**src/rtl/calib_scan_ctrl_if.sv**
```systemverilog
// ---------------------------------------------------------------------------
// calib_scan_ctrl_if
// Bundles the request/ADC inputs and the position/status outputs of the
// calibration scan sequencer. Clock and reset are not part of the bundle.
//
// Signals:
//   start     scan request (master -> slave)
//   abort     cancel a running scan (master -> slave)
//   adc_valid adc_data carries a fresh conversion this cycle
//   adc_data  12-bit unsigned panel voltage sample
//   pos_H     horizontal servo pulse width (slave -> master)
//   pos_V     vertical servo pulse width (slave -> master)
//   max_V_in  best voltage seen in the most recent axis scan
//   busy      high whenever the sequencer is not idle
//   done      one-cycle pulse when a full scan completes
//   STAT      3-bit state code
// ---------------------------------------------------------------------------
interface calib_scan_ctrl_if #(
  parameter int unsigned POS_W = 32
) ();

  logic             start;
  logic             abort;
  logic             adc_valid;
  logic [11:0]      adc_data;
  logic [POS_W-1:0] pos_H;
  logic [POS_W-1:0] pos_V;
  logic [11:0]      max_V_in;
  logic             busy;
  logic             done;
  logic [2:0]       STAT;

  // The controlling side: drives requests and ADC samples.
  modport master (
    output start, abort, adc_valid, adc_data,
    input  pos_H, pos_V, max_V_in, busy, done, STAT
  );

  // The sequencer side.
  modport slave (
    input  start, abort, adc_valid, adc_data,
    output pos_H, pos_V, max_V_in, busy, done, STAT
  );

endinterface

```
**src/rtl/calib_scan_ctrl.sv**
```systemverilog
// ---------------------------------------------------------------------------
// calib_scan_ctrl
// Calibration scan sequencer for the two-axis solar tracker. A start request
// steps the horizontal servo from POS_MIN in POS_STEP increments up to
// POS_MAX, waiting SETTLE_CYCLES per point and then taking one ADC sample.
// The horizontal axis is parked at the point with the highest voltage
// (earliest point wins ties), then the vertical axis is scanned the same way.
//
// Ports:
//   CLK  system clock
//   RST  asynchronous active-low reset
//   bus  calib_scan_ctrl_if slave modport:
//        start/abort requests, adc_valid/adc_data samples in;
//        pos_H/pos_V servo positions, max_V_in, busy, done, STAT out.
// All outputs are registered.
// ---------------------------------------------------------------------------
module calib_scan_ctrl #(
  parameter int unsigned POS_W         = 32,
  parameter int unsigned POS_MIN       = 50000,
  parameter int unsigned POS_MAX       = 250000,
  parameter int unsigned POS_STEP      = 10000,
  parameter int unsigned SETTLE_CYCLES = 1000
) (
  input  logic              CLK,
  input  logic              RST,
  calib_scan_ctrl_if.slave  bus
);

  // State codes double as the STAT output.
  localparam logic [2:0] IDLE     = 3'b000;
  localparam logic [2:0] H_SETTLE = 3'b001;
  localparam logic [2:0] H_SAMPLE = 3'b010;
  localparam logic [2:0] V_SETTLE = 3'b011;
  localparam logic [2:0] V_SAMPLE = 3'b100;

  localparam logic [POS_W-1:0] P_MIN  = POS_W'(POS_MIN);
  localparam logic [POS_W-1:0] P_MAX  = POS_W'(POS_MAX);
  localparam logic [POS_W-1:0] P_STEP = POS_W'(POS_STEP);
  localparam logic [POS_W-1:0] P_MID  = POS_W'((POS_MIN + POS_MAX) / 2);

  // Settle counter runs 0..SETTLE_CYCLES-1 while in a settle state.
  localparam int unsigned CNT_W = (SETTLE_CYCLES > 1) ? $clog2(SETTLE_CYCLES) : 1;
  localparam logic [CNT_W-1:0] CNT_LAST = CNT_W'(SETTLE_CYCLES - 1);

  logic [2:0]       r_state;
  logic [POS_W-1:0] r_pos_h;
  logic [POS_W-1:0] r_pos_v;
  logic [POS_W-1:0] r_best_h;
  logic [POS_W-1:0] r_best_v;
  logic [11:0]      r_max_v;
  logic [CNT_W-1:0] r_cnt;
  logic             r_busy;
  logic             r_done;

  logic [2:0]       w_state;
  logic [POS_W-1:0] w_pos_h;
  logic [POS_W-1:0] w_pos_v;
  logic [POS_W-1:0] w_best_h;
  logic [POS_W-1:0] w_best_v;
  logic [11:0]      w_max_v;
  logic [CNT_W-1:0] w_cnt;
  logic             w_done;

  logic             w_new_max;
  logic [11:0]      w_max_upd;
  logic [POS_W-1:0] w_h_best_upd;
  logic [POS_W-1:0] w_v_best_upd;
  logic [POS_W:0]   w_h_sum;
  logic [POS_W:0]   w_v_sum;
  logic             w_h_last;
  logic             w_v_last;

  // Sample evaluation and end-of-axis detection. The end test uses one extra
  // bit so a position near the top of the POS_W range can never wrap.
  always_comb begin
    w_new_max    = bus.adc_data > r_max_v;
    w_max_upd    = w_new_max ? bus.adc_data : r_max_v;
    w_h_best_upd = w_new_max ? r_pos_h : r_best_h;
    w_v_best_upd = w_new_max ? r_pos_v : r_best_v;
    w_h_sum      = {1'b0, r_pos_h} + {1'b0, P_STEP};
    w_v_sum      = {1'b0, r_pos_v} + {1'b0, P_STEP};
    w_h_last     = w_h_sum > {1'b0, P_MAX};
    w_v_last     = w_v_sum > {1'b0, P_MAX};
  end

  // Next-state logic. abort is checked first in every active state so it
  // wins over a simultaneous adc_valid; positions and max_V_in simply hold.
  always_comb begin
    w_state  = r_state;
    w_pos_h  = r_pos_h;
    w_pos_v  = r_pos_v;
    w_best_h = r_best_h;
    w_best_v = r_best_v;
    w_max_v  = r_max_v;
    w_cnt    = r_cnt;
    w_done   = 1'b0;

    case (r_state)
      IDLE: begin
        if (bus.start && !bus.abort) begin
          w_state  = H_SETTLE;
          w_pos_h  = P_MIN;
          w_max_v  = '0;
          w_best_h = P_MIN;
          w_cnt    = '0;
        end
      end

      H_SETTLE: begin
        if (bus.abort) begin
          w_state = IDLE;
        end else if (r_cnt == CNT_LAST) begin
          w_state = H_SAMPLE;
          w_cnt   = '0;
        end else begin
          w_cnt = r_cnt + 1'b1;
        end
      end

      H_SAMPLE: begin
        if (bus.abort) begin
          w_state = IDLE;
        end else if (bus.adc_valid) begin
          w_cnt = '0;
          if (w_h_last) begin
            // Park horizontal at its best point and start the vertical scan.
            w_pos_h  = w_h_best_upd;
            w_best_h = w_h_best_upd;
            w_pos_v  = P_MIN;
            w_best_v = P_MIN;
            w_max_v  = '0;
            w_state  = V_SETTLE;
          end else begin
            w_pos_h  = w_h_sum[POS_W-1:0];
            w_best_h = w_h_best_upd;
            w_max_v  = w_max_upd;
            w_state  = H_SETTLE;
          end
        end
      end

      V_SETTLE: begin
        if (bus.abort) begin
          w_state = IDLE;
        end else if (r_cnt == CNT_LAST) begin
          w_state = V_SAMPLE;
          w_cnt   = '0;
        end else begin
          w_cnt = r_cnt + 1'b1;
        end
      end

      V_SAMPLE: begin
        if (bus.abort) begin
          w_state = IDLE;
        end else if (bus.adc_valid) begin
          w_cnt    = '0;
          w_best_v = w_v_best_upd;
          w_max_v  = w_max_upd;
          if (w_v_last) begin
            w_pos_v = w_v_best_upd;
            w_done  = 1'b1;
            w_state = IDLE;
          end else begin
            w_pos_v = w_v_sum[POS_W-1:0];
            w_state = V_SETTLE;
          end
        end
      end

      default: begin
        w_state = IDLE;
      end
    endcase
  end

  // State and output registers; busy is registered from the next state so it
  // lines up exactly with STAT.
  always_ff @(posedge CLK or negedge RST) begin
    if (!RST) begin
      r_state  <= IDLE;
      r_pos_h  <= P_MID;
      r_pos_v  <= P_MID;
      r_best_h <= P_MIN;
      r_best_v <= P_MIN;
      r_max_v  <= '0;
      r_cnt    <= '0;
      r_busy   <= 1'b0;
      r_done   <= 1'b0;
    end else begin
      r_state  <= w_state;
      r_pos_h  <= w_pos_h;
      r_pos_v  <= w_pos_v;
      r_best_h <= w_best_h;
      r_best_v <= w_best_v;
      r_max_v  <= w_max_v;
      r_cnt    <= w_cnt;
      r_busy   <= (w_state != IDLE);
      r_done   <= w_done;
    end
  end

  assign bus.pos_H    = r_pos_h;
  assign bus.pos_V    = r_pos_v;
  assign bus.max_V_in = r_max_v;
  assign bus.busy     = r_busy;
  assign bus.done     = r_done;
  assign bus.STAT     = r_state;

endmodule

```
**src/flat_wrapper.sv**
```systemverilog
// flat-port wrapper written by rule: the top's interface ports become plain ports
module calib_scan_ctrl_flat 
#(
  parameter int unsigned POS_W         = 32,
  parameter int unsigned POS_MIN       = 50000,
  parameter int unsigned POS_MAX       = 250000,
  parameter int unsigned POS_STEP      = 10000,
  parameter int unsigned SETTLE_CYCLES = 1000
)
  (CLK, RST, bus_start, bus_abort, bus_adc_valid, bus_adc_data, bus_pos_H, bus_pos_V, bus_max_V_in, bus_busy, bus_done, bus_STAT);
  calib_scan_ctrl_if #(.POS_W(POS_W)) bus_i ();
  input  logic CLK;
  input  logic RST;
  input wire logic [$bits(bus_i.start)-1:0] bus_start;
  input wire logic [$bits(bus_i.abort)-1:0] bus_abort;
  input wire logic [$bits(bus_i.adc_valid)-1:0] bus_adc_valid;
  input wire logic [$bits(bus_i.adc_data)-1:0] bus_adc_data;
  output wire logic [$bits(bus_i.pos_H)-1:0] bus_pos_H;
  output wire logic [$bits(bus_i.pos_V)-1:0] bus_pos_V;
  output wire logic [$bits(bus_i.max_V_in)-1:0] bus_max_V_in;
  output wire logic [$bits(bus_i.busy)-1:0] bus_busy;
  output wire logic [$bits(bus_i.done)-1:0] bus_done;
  output wire logic [$bits(bus_i.STAT)-1:0] bus_STAT;
  assign bus_i.start = bus_start;
  assign bus_i.abort = bus_abort;
  assign bus_i.adc_valid = bus_adc_valid;
  assign bus_i.adc_data = bus_adc_data;
  assign bus_pos_H = bus_i.pos_H;
  assign bus_pos_V = bus_i.pos_V;
  assign bus_max_V_in = bus_i.max_V_in;
  assign bus_busy = bus_i.busy;
  assign bus_done = bus_i.done;
  assign bus_STAT = bus_i.STAT;
  calib_scan_ctrl #(.POS_W(POS_W), .POS_MIN(POS_MIN), .POS_MAX(POS_MAX), .POS_STEP(POS_STEP), .SETTLE_CYCLES(SETTLE_CYCLES)) u_core (.CLK(CLK), .RST(RST), .bus(bus_i));
endmodule
```
**config.mk**
```make
export PLATFORM = sky130hd
export DESIGN_NAME = calib_scan_ctrl_flat
export DESIGN_NICKNAME = d
export VERILOG_FILES = /design/src/rtl/calib_scan_ctrl_if.sv /design/src/rtl/calib_scan_ctrl.sv /design/src/flat_wrapper.sv
export SDC_FILE = /design/constraint.sdc
export NUM_CORES = 1
export LEC_CHECK = 0
export ABC_AREA = 0
export BUFFER_PORTS_ARGS = -buffer_cell sky130_fd_sc_hd__buf_2
export CELL_PAD_IN_SITES_DETAIL_PLACEMENT = 1
export CELL_PAD_IN_SITES_GLOBAL_PLACEMENT = 2
export CORE_MARGIN = 2
export CORE_UTILIZATION = 31
export CTS_CLUSTER_SIZE = 30
export DETAILED_ROUTE_END_ITERATION = 8
export PLACE_DENSITY = 0.71
export SYNTH_ARGS = -nofsm -noshare
export SYNTH_HDL_FRONTEND = slang
export SYNTH_SLANG_ARGS = --single-unit
```
**constraint.sdc**
```tcl
create_clock -name CLK -period 3.81 [get_ports CLK]
set_input_delay 0.1905 -clock CLK [delete_from_list [all_inputs] [get_ports CLK]]
set_output_delay 0.1905 -clock CLK [all_outputs]
set_load 0.02 [all_outputs]
```
==> results.txt <==
The final count of negative-setup-slack endpoints is 0. Setup total negative slack on the finished layout was measured at 0 ns. The worst hold path endpoint is u_core.bus.max_V_in[11]. The met1 wire length is 12,700 µm. The via density per instance came out at 5.48.

The fraction of registers with async set or reset after synthesis is 100%. The signal on the critical path passes through ha_1 -> and3_1 -> o21ai_2 -> o41ai_1 -> o21ai_0 -> a211o_1 -> nor3_2 -> a31o_4 -> a21o_2 -> a22o_1. The TritonCTS buffer count is 17. The maximum number of pins on one net before global-route repair is 92.

The detailed-router iteration count before antenna repair is 4. The final core utilization came out at 37.6%. The library cell used as clock root buffer is clkbuf_16.

Summed over its instances, the top area cell type makes up 37.0% of the synthesized netlist area. The worst slew margin relative to its limit came out at 39.9%. The I/O pin total is 98.

The switching power is 1.13 mW. The detail route stage leaves a number of antenna-violating nets equal to 0. Across the run, the number of max-cap violations was 0. The initial antenna violation count came to 0.

The post-layout minimum cycle time is 3.51 ns. The clock slew seen by the registers of the worst setup and hold paths came out at 0.07 ns. The logic depth of the worst register-to-register path came out at 10. The startpoint of the lowest-slack hold path is bus_adc_data[11]. The routed length on met2 came out at 12,600 µm. The highest layer touched by signal routing is met4. The tightest min-delay check is of the input port to flop type.

The hold-critical path depth is 3. The detailed-placement wirelength estimate came out at 17,800 µm. On the worst path, the slowest cell contributes a delay of 0.63 ns. The post-detailed-routing wire length is 26,200 µm.

The switching share of power is 28.4%. The core region area came out at 0.0271 mm². The number of placement rows is 60.

Counting distinct cell types in the post-synthesis netlist gives 83. The portion of the post-synthesis area used by sequential elements came out at 45.6%. The worst endpoint data arrival time came out at 3.88 ns.

The launch instance of the worst register-to-register path is u_core.bus.pos_H[4]. The total standard cell area after synthesis came out at 0.00859 mm². In this run, synthesis produced a sequential element count of 155. The clock drives 155 sinks. Yosys attributes the largest share of cell area to dfrtp_1, a22o_1, dfstp_2. The warning count from the yosys run came out at 0. The achievable clock frequency is 285 MHz. The most used standard cell by instance count after synthesis is dfrtp_1. Routability-driven placement finished with a final weighted congestion of 0.828. The combined buffer and inverter count along the critical path is 0. The number of global-route vias before repair came to 7,483. The clock tree buffer depth came out at 2. The worst hold margin came out at 0.0199 ns. The count of input and output buffers came out at 97. The cell type with the highest aggregate area in the netlist is dfrtp_1. In the finished design, the share of the clock period the worst path needs comes to 92.1%. The prevailing post-synth register cell is dfrtp_1. The critical-path maximum fanout came out at 22. The final cell area excluding filler cells is 0.0102 mm². For this run, the post-layout net count is 980. The fraction of final layout cells with drive strength greater than 1 came out at 24.2%.

The slowest stage of the critical path is the dfstp_2 cell. The routed design uses 804 µm of met3 wire. The maximum resistive drop on vdd came out at 0.232 mV. The first global-routing pass estimated 42,900 µm of wire.

The critical path class is flop to flop. The number of slew-limit violations in the final report came out at 0. The number of design rule violations left after detail routing came out at 0. The worst setup path is captured at a flop. The internal reg-to-reg setup slack is 0.30 ns. The flow ran to the end, and the final reports show no timing, DRC or antenna violations. The chip width came out at 170 µm. Each instance of the synthesized netlist takes up on average 10.1 µm². Synthesis handed over a netlist of 849 instances. For this block, the initial DRC count from the detailed router was 406. The global-route usage over all layers came out at 18.8%.

The standby leakage power is 4.54 nW. Compared with the post-synthesis result, the final layout area differs by 18.5%. The H-tree depth reported by CTS is 4. In the synthesized netlist, the cells that appear most often are dfrtp_1, a22o_1, nand2_1, nor2_1, o21ai_0.

The number of enable flip-flop cells after synthesis is 0. The overflow left after global routing is 0. The final setup skew came out at 0.0133 ns. On the critical path the largest part of the delay comes from compound AO/OA/AOI/OAI gates. The net count of the mapped netlist came out at 883. The routed layout has 7,298 vias. Setup repair after global routing left no endpoint under its margin.

The worst-margin pin slew is 0.901 ns. The final count of hold timing violations came out at 0. For the worst setup path, the data required time is 4.17 ns. The average wire per cell in the routed design came out at 19.7 µm. Registers are responsible for 43.7% of the overall power.

The endpoint of the most critical register-to-register path is u_core.r_best_v[18]. The power density over cell area is 391 mW/mm². After detailed placement, the total cell area comes to 0.00954 mm². Measured along the y axis, the die boundary spans 170 µm. The worst setup path is launched from a flop.

The initial utilization of the core area, before any placement, comes to 31.7%. TritonCTS built the clock tree. For the worst-skew pair, the clock arrives at the later sink with an insertion delay of 0.44 ns.

The combinational fraction of design power is 11.4%. The internal portion of the total power is 2.85 mW. The die area came out at 0.0291 mm². The clock network burns 44.9% of the power.

The number of antenna diodes in the final layout is 0.
==> worst register-to-register path, cell delays in order, from the launching register on <==
cell and delay [ns]:
dfstp_2 0.63, ha_1 0.30, and3_1 0.29, o21ai_2 0.11
o41ai_1 0.37, o21ai_0 0.17, a211o_1 0.29, nor3_2 0.32
a31o_4 0.31, a21o_2 0.44, a22o_1 0.22
==> cells by family (layout without fill, tap and decap cells) <==
group                    count (synthesis)  in the layout  share of synthesized area, %
flip-flops                             155            155                          45.6
AO/OA/AOI/OAI                          279            279                          24.9
multiplexers                            49             49                          5.87
AND/OR/NAND/NOR                        251            251                          15.2
buffers and inverters                   88            198                          5.01
adder cells (fa/ha/maj)                 17             17                          2.48
XOR/XNOR                                10             10                          1.02
==> flip-flops by register name, indices dropped and copies added, names as in the netlist <==
name and count:
u_core.bus.max_V_in 12, u_core.bus.STAT 3, u_core.bus.done 1, u_core.r_best_h 32
u_core.r_cnt 10, u_core.bus.pos_H 32, u_core.bus.pos_V 32, u_core.r_best_v 32
u_core.bus.busy 1
==> layer usage <==
layer / GRT usage [%] / vias up
li1: - / 3411
met5: 0 / -
met3: 3.12 / 15
met1: 26.1 / 3743
met4: 4.24 / 0
met2: 30.7 / 129
==> layout make-up <==
cell class              instances  area, µm²
clock buffers                  18        429
clock inverters                14        179
fillers                      3067      16900
inverters                      34        128
multi-input cells             606       4280
flip-flops and latches        155       3910
well taps                     372        465
repair buffers                132        782
==> stage by stage <==
| stage | setup slack (ns) | total power [mW] | cells |
|---|---|---|---|
| after global routing | 0.0168 | 4.16 | 1331 |
| after global placement | 0.246 | 2.22 | 1297 |
| after detailed placement | 0.219 | 2.23 | 1297 |
| after floorplan | 0.718 | 2.04 | 849 |
| after CTS | 0.169 | 4.04 | 1330 |
| final | 0.299 | 3.98 | 1331 |
==> cells in the final DEF, fill, tap and decap left out, drive strengths merged, types with 10 or more instances in the layout <==
cell	instances
a21o	10
a21oi	33
a22o	86
a31oi	14
and3	12
buf	131
clkbuf	18
dfrtp	127
dfstp	28
ha	17
inv	41
mux2	11
mux2i	38
nand2	67
nand3	26
nand4	17
nor2	59
nor2b	10
nor3	15
nor4	13
o21ai	46
o31ai	11
==> how the worst max path moves through the flow <==
stage / start / end / cells after the start
4_1_cts: u_core.bus.pos_V[4] / u_core.bus.pos_V[18] / 10
3_5_place_dp: u_core.bus.pos_V[4] / u_core.bus.pos_V[2] / 10
3_3_place_gp: u_core.bus.pos_V[4] / u_core.bus.pos_V[22] / 10
5_1_grt: u_core.bus.pos_V[5] / u_core.bus.busy / 11
2_1_floorplan: u_core.bus.pos_H[4] / u_core.bus.pos_H[18] / 12
6_report: u_core.bus.pos_H[4] / u_core.r_best_v[18] / 10
==> power groups by stage <==
stage | Combinational (mW) | Sequential (mW) | Clock (mW)
2_1_floorplan | 0.238 | 1.80 | 0
3_3_place_gp | 0.454 | 1.77 | 0
3_5_place_dp | 0.459 | 1.77 | 0
4_1_cts | 0.463 | 1.74 | 1.84
5_1_grt | 0.505 | 1.75 | 1.91
6_report | 0.452 | 1.74 | 1.79
==> timing repair <==
item,CTS,global route
hold buffers,1,0
resized for setup,0,1
setup buffers,0,1
endpoints found under the hold margin,63,0
setup endpoints to repair,0,19
No activity file was read; power rests on OpenSTA's default activity.
